<file path="config.mk">
export PLATFORM = sky130hd
export DESIGN_NAME = dsp_op_sequencer
export DESIGN_NICKNAME = d
export VERILOG_FILES = /design/src/rtl/dsp_seq_pkg.sv /design/src/rtl/seq_timer.sv /design/src/rtl/dsp_op_sequencer.sv
export SDC_FILE = /design/constraint.sdc
export NUM_CORES = 1
export LEC_CHECK = 0
export CAP_MARGIN = 15
export CORE_ASPECT_RATIO = 1.5
export CORE_MARGIN = 10
export CORE_UTILIZATION = 42
export DETAILED_ROUTE_END_ITERATION = 10
export PLACE_DENSITY_LB_ADDON = 0.3
export SLEW_MARGIN = 40
export SYNTH_ARGS = -nofsm -noshare
export SYNTH_HDL_FRONTEND = slang
export SYNTH_HIERARCHICAL = 1
export SYNTH_SLANG_ARGS = --single-unit
</file>
<file path="constraint.sdc">
create_clock -name clock_in -period 1.45 [get_ports clock_in]
set_clock_uncertainty 0.15 [all_clocks]
set_input_delay 0.29 -clock clock_in [delete_from_list [all_inputs] [get_ports clock_in]]
set_output_delay 0.29 -clock clock_in [all_outputs]
set_load 0.01 [all_outputs]
</file>
<file path="src/rtl/dsp_seq_pkg.sv">
// Shared types and widths for the DSP operation sequencer.
package dsp_seq_pkg;

  localparam int OPERAND_W = 4;
  localparam int RESULT_W  = 8;
  localparam int CNT_W     = 8;

  // Encodings are visible on the debug LEDs, so they are pinned explicitly.
  typedef enum logic [2:0] {
    IDLE   = 3'd0,
    LOAD_B = 3'd1,
    START  = 3'd2,
    WAIT   = 3'd3,
    SHOW   = 3'd4,
    ERR    = 3'd5
  } state_t;

endpackage

</file>
<file path="src/rtl/seq_timer.sv">
// Saturating WAIT-state cycle counter; expired flags the final allowed cycle.
module seq_timer
  import dsp_seq_pkg::*;
#(
  parameter int LIMIT = 200
) (
  input  logic             clock_in,
  input  logic             clear,
  input  logic             enable,
  output logic [CNT_W-1:0] count,
  output logic             expired
);

  localparam logic [CNT_W-1:0] LAST = CNT_W'(LIMIT - 1);
  localparam logic [CNT_W-1:0] SAT  = '1;

  always_ff @(posedge clock_in) begin
    if (clear) begin
      count <= '0;
    end else if (enable && (count != SAT)) begin
      count <= count + 1'b1;
    end
  end

  // Count reads k-1 during the k-th WAIT cycle.
  assign expired = (count >= LAST);

endmodule

</file>
<file path="src/rtl/dsp_op_sequencer.sv">
// Two-operand push sequencer driving a DSP datapath and a result display.
// Define DSP_SEQ_TIMEOUT_EN to enable the WAIT timeout and the ERR path.
module dsp_op_sequencer
  import dsp_seq_pkg::*;
#(
  parameter int TIMEOUT_CYCLES = 200
) (
  input  logic                 clock_in,
  input  logic                 clr,
  input  logic                 push_pulse,
  input  logic [OPERAND_W-1:0] op_in,
  input  logic                 dsp_done,
  input  logic [RESULT_W-1:0]  dsp_result,
  output logic [OPERAND_W-1:0] operand_a,
  output logic [OPERAND_W-1:0] operand_b,
  output logic                 dsp_start,
  output logic [RESULT_W-1:0]  disp_value,
  output logic                 disp_valid,
  output logic                 busy,
  output logic                 error,
  output logic [2:0]           state_o
);

  if ((TIMEOUT_CYCLES < 1) || (TIMEOUT_CYCLES > 255)) begin : g_bad_timeout
    $error("TIMEOUT_CYCLES must be within 1..255");
  end

  state_t state, state_next;
  logic   load_a, load_b, latch_result;

`ifdef DSP_SEQ_TIMEOUT_EN
  logic             timeout;
  logic [CNT_W-1:0] wait_cnt_unused;

  // Clearing during START guarantees the count starts at zero on WAIT entry.
  seq_timer #(.LIMIT(TIMEOUT_CYCLES)) u_timer (
    .clock_in (clock_in),
    .clear    (clr || (state == START)),
    .enable   (state == WAIT),
    .count    (wait_cnt_unused),
    .expired  (timeout)
  );
`else
  assign error = 1'b0;
`endif

  always_comb begin
    state_next   = state;
    load_a       = 1'b0;
    load_b       = 1'b0;
    latch_result = 1'b0;
    case (state)
      IDLE, SHOW: begin
        if (push_pulse) begin
          load_a     = 1'b1;
          state_next = LOAD_B;
        end
      end
      LOAD_B: begin
        if (push_pulse) begin
          load_b     = 1'b1;
          state_next = START;
        end
      end
      START: state_next = WAIT;
      WAIT: begin
        // A completion in the final allowed cycle wins over the timeout.
        if (dsp_done) begin
          latch_result = 1'b1;
          state_next   = SHOW;
        end
`ifdef DSP_SEQ_TIMEOUT_EN
        else if (timeout) begin
          state_next = ERR;
        end
`endif
      end
      ERR: begin
        if (push_pulse) state_next = IDLE;
      end
      default: state_next = IDLE;
    endcase
  end

  // Status outputs are registered from the next state so they align with state_o.
  always_ff @(posedge clock_in) begin
    if (clr) begin
      state      <= IDLE;
      operand_a  <= '0;
      operand_b  <= '0;
      disp_value <= '0;
      disp_valid <= 1'b0;
      dsp_start  <= 1'b0;
      busy       <= 1'b0;
`ifdef DSP_SEQ_TIMEOUT_EN
      error      <= 1'b0;
`endif
    end else begin
      state      <= state_next;
      if (load_a)       operand_a  <= op_in;
      if (load_b)       operand_b  <= op_in;
      if (latch_result) disp_value <= dsp_result;
      disp_valid <= (state_next == SHOW);
      dsp_start  <= (state_next == START);
      busy       <= (state_next == START) || (state_next == WAIT);
`ifdef DSP_SEQ_TIMEOUT_EN
      error      <= (state_next == ERR);
`endif
    end
  end

  assign state_o = state;

endmodule

</file>
==> results.yml <==
place:
  number_of_placed_cells_counting_well_taps: 154
  placed_cell_areas_um2: 1416
  placer_congestion: 0.6989
  dp.final_hpwl_um: 1848
  portBuffers: 37
detailed_routing:
  firstDrtPassIters: 4
  wl_um: 2298
  route.detailed.wl_per_inst_um: 14.54
  drc_errors: 0
  viasPerCell: 4.962
  antenna_violating_nets_post_route: 0
  num_vias: 784
  detail_route.iter0.violations: 5
power_and_ir_drop:
  power.density_nw_per_um2: 907.8
  p_sw_w: 0.0002775
  swShare: 0.2113
  p_seq_frac: 0.488
  leakagePower_nw: 0.6517
  clkPwrFrac: 0.349
  ir_worst_vdd_mv: 0.6997
  power.share.combinational: 0.163
  power.internal_w: 0.001036
yosys:
  netlist-cell-type-count: 23
  yosys_register_bits: 22
  yosysWarnings: 6
  mapped_cells: 93
  syn-cell-area_um2: 972.2
  synth.avg_cell_area_um2: 10.45
  synth_sequential_area_ratio: 0.4530
  synthesis.nets: 109
sta:
  final-setup-viol-count: 0
  hold_violations: 0
  slew_limit_fails: 0
  rsz0062_at_grt: "false"
  fmax_mhz: 725.0
  final.min_clock_period_ns: 1.379
  period_share: 0.9513
setup_path:
  worstPathBufferInverterCount: 1
  worst_setup_path_end_kind: "primary output"
  critPathLaunchType: "flip-flop"
  r2r_start: "state_o[2]"
  crit_type: "reg -> out"
  critPathArrivalTime_ns: 0.94
  rrSetupSlack_ns: 0.10
  critical_path.max_fanout: 2
  crit_slowest_cell: "sky130_fd_sc_hd__dfxtp_1"
  cpLargestDelayFamily: "flip-flops"
  reg2regPathDepth: 4
  critical-path-max-stage-delay_ns: 0.36
  crit_chain: "dlygate4sd2_1"
  reg2reg_to: "disp_value[3]"
  critical_path_required_ns: 1.01
global_routing:
  largest_net_degree_at_the_start_of_global_routing: 22
  globalRouteMet1Util: 0.09630
  grt_antenna_before_repair: 0
  gr-usage-all-layers: 0.1008
  met3_usage: 0.05255
  grt.overflow.total: 0
  grt_first_pass_wirelength_um: 3801
  first_global_vias: 828
  gr-max-usage-layer: "met2"
  global_route.usage.met2: 0.1701
clock_tree:
  clkTransAtPathRegs_ns: 0.12
  clk_path_buf_depth: 2
  cts_buffers: 3
  tritoncts: "done"
  number_of_levels_in_the_clock_h_tree: 1
  clock-root-buffer: "sky130_fd_sc_hd__clkbuf_4"
  clk_latency_ns: 0.30
  post-cts-setup-buffer-count: 0
  tritoncts_num_sinks: 22
hold_path:
  timing.hold.worst_path_depth: 3
  worst_min_path_start: "push_pulse"
  hold_class: "in -> reg"
  whs_endpoint: "busy"
die:
  die-height_um: 78.93
  cell_rows: 21
  floorplan.core_area_um2: 2233
  design.portCount: 39
  floorplan.initialDensity: 0.4353
  floorplan.die_area_um2: 4679
  die_w_um: 59.28
layout:
  design_area_um2: 1446
  synthToLayoutAreaGrowth_pct: 48.78
  antenna_cells_inserted: 0
  most-common-layout-cells: "29 x sky130_fd_sc_hd__nand2b_1, 22 x sky130_fd_sc_hd__dfxtp_1, 20 x sky130_fd_sc_hd__dlygate4sd2_1"
  final_util: 0.6476
  most_frequent_standard_cell_in_the_layout_excluding_fill_and_tap_cells: "sky130_fd_sc_hd__nand2b_1"
  final_net_count: 152
  final_cells: 158
  final_layout_size_suffix_gt1_frac: 0.1111
status:
  status: "finished, final reports clean"
flow_run:
  max_cap_violations: 0
==> per-stage QoR <==
step,power [W],hold slack (ns),worst slack [ns],TNS (ns)
after floorplan,0.0007633,0.2953,0.1263,0
after global placement,0.0008841,0.3079,-0.2293,-2.736
after detailed placement,0.0008899,0.3201,-0.2732,-3.265
after CTS,0.001332,0.3347,0.04330,0
after global routing,0.001379,0.2704,0.007581,0
final,0.001313,0.2574,0.07060,0
==> what timing repair did <==
action / in CTS / in global routing
pin swaps: 0 / 0
gates resized for setup: 22 / 3
endpoints found under the setup margin: 22 / 4
endpoints found under the hold margin: 0 / 0
hold buffers: 0 / 0
==> metal layers <==
metal,vias to the layer above,wire length [um]
li1,397,-
met1,357,865
met2,26,1138
met3,4,255
met4,0,40
met5,-,0
==> how the worst max path moves through the flow <==
stage,startpoint,cells after the start,slack [ns],end
after floorplan,state_o[0],3,0.13,disp_valid
after global placement,push_pulse,3,-0.23,operand_a[1]
after detailed placement,push_pulse,3,-0.27,operand_a[2]
after CTS,operand_b[2],1,0.04,operand_b[2]
after global routing,disp_value[6],1,0.008,disp_value[6]
final,disp_value[6],1,0.07,disp_value[6]
==> kinds of logic after synthesis <==
| family | synth area share |
|---|---|
| compound gates | 0.05148 |
| simple gates | 0.2741 |
| buf+inv | 0.04119 |
| flops | 0.4530 |
| mux | 0.1763 |
| other cells | 0.003857 |
==> registers in the layout, summed over array words and instances (netlist names) <==
name        cells
operand_a       4
disp_valid      1
dsp_start       1
operand_b       4
disp_value      8
state_o         3
busy            1
==> worst min-delay path, stage by stage <==
cell and delay [ns]:
sky130_fd_sc_hd__dlymetal6s2s_1 0.19, sky130_fd_sc_hd__nand3b_1 0.13, sky130_fd_sc_hd__a211oi_1 0.07
==> Yosys cell counts <==
master | number | share of area
sky130_fd_sc_hd__nand2b_1 | 29 | 0.19
sky130_fd_sc_hd__dfxtp_1 | 22 | 0.45
sky130_fd_sc_hd__mux2i_1 | 16 | 0.16
sky130_fd_sc_hd__a211oi_1 | 3 | 0.023
sky130_fd_sc_hd__clkbuf_1 | 3 | 0.012
sky130_fd_sc_hd__a21oi_1 | 2 | 0.010
sky130_fd_sc_hd__buf_2 | 2 | 0.010
sky130_fd_sc_hd__a21bo_2 | 1 | 0.010
sky130_fd_sc_hd__a21o_1 | 1 | 0.0077
sky130_fd_sc_hd__and4b_1 | 1 | 0.010
sky130_fd_sc_hd__and4bb_2 | 1 | 0.013
sky130_fd_sc_hd__buf_4 | 1 | 0.0077
sky130_fd_sc_hd__buf_6 | 1 | 0.012
sky130_fd_sc_hd__conb_1 | 1 | 0.0039
sky130_fd_sc_hd__mux2_2 | 1 | 0.012
sky130_fd_sc_hd__nand3b_1 | 1 | 0.0077
sky130_fd_sc_hd__nand4b_1 | 1 | 0.0090
sky130_fd_sc_hd__nand4bb_1 | 1 | 0.012
sky130_fd_sc_hd__nor2_1 | 1 | 0.0039
sky130_fd_sc_hd__nor3_1 | 1 | 0.0051
sky130_fd_sc_hd__nor3b_1 | 1 | 0.0077
sky130_fd_sc_hd__or3b_1 | 1 | 0.0090
sky130_fd_sc_hd__or4b_1 | 1 | 0.010
==> final cells by class <==
cell class,count,area (um^2)
clock buffer,3,22.52
multi-input combinational,64,491.7
clock inverter,1,30.03
timing repair buffer,45,432.9
tap,23,28.78
fill,195,787.0
sequential,22,440.4
==> power by group through the flow <==
| stage | combinational (W) | clock, W | sequential, W |
|---|---|---|---|
| after floorplan | 0.0000948 | 0 | 0.000668 |
| after global placement | 0.000229 | 0 | 0.000655 |
| after detailed placement | 0.000234 | 0 | 0.000656 |
| after CTS | 0.000218 | 0.000473 | 0.000641 |
| after global routing | 0.000233 | 0.000502 | 0.000645 |
| final | 0.000213 | 0.000459 | 0.000641 |
No activity file was read; power rests on OpenSTA's default activity.
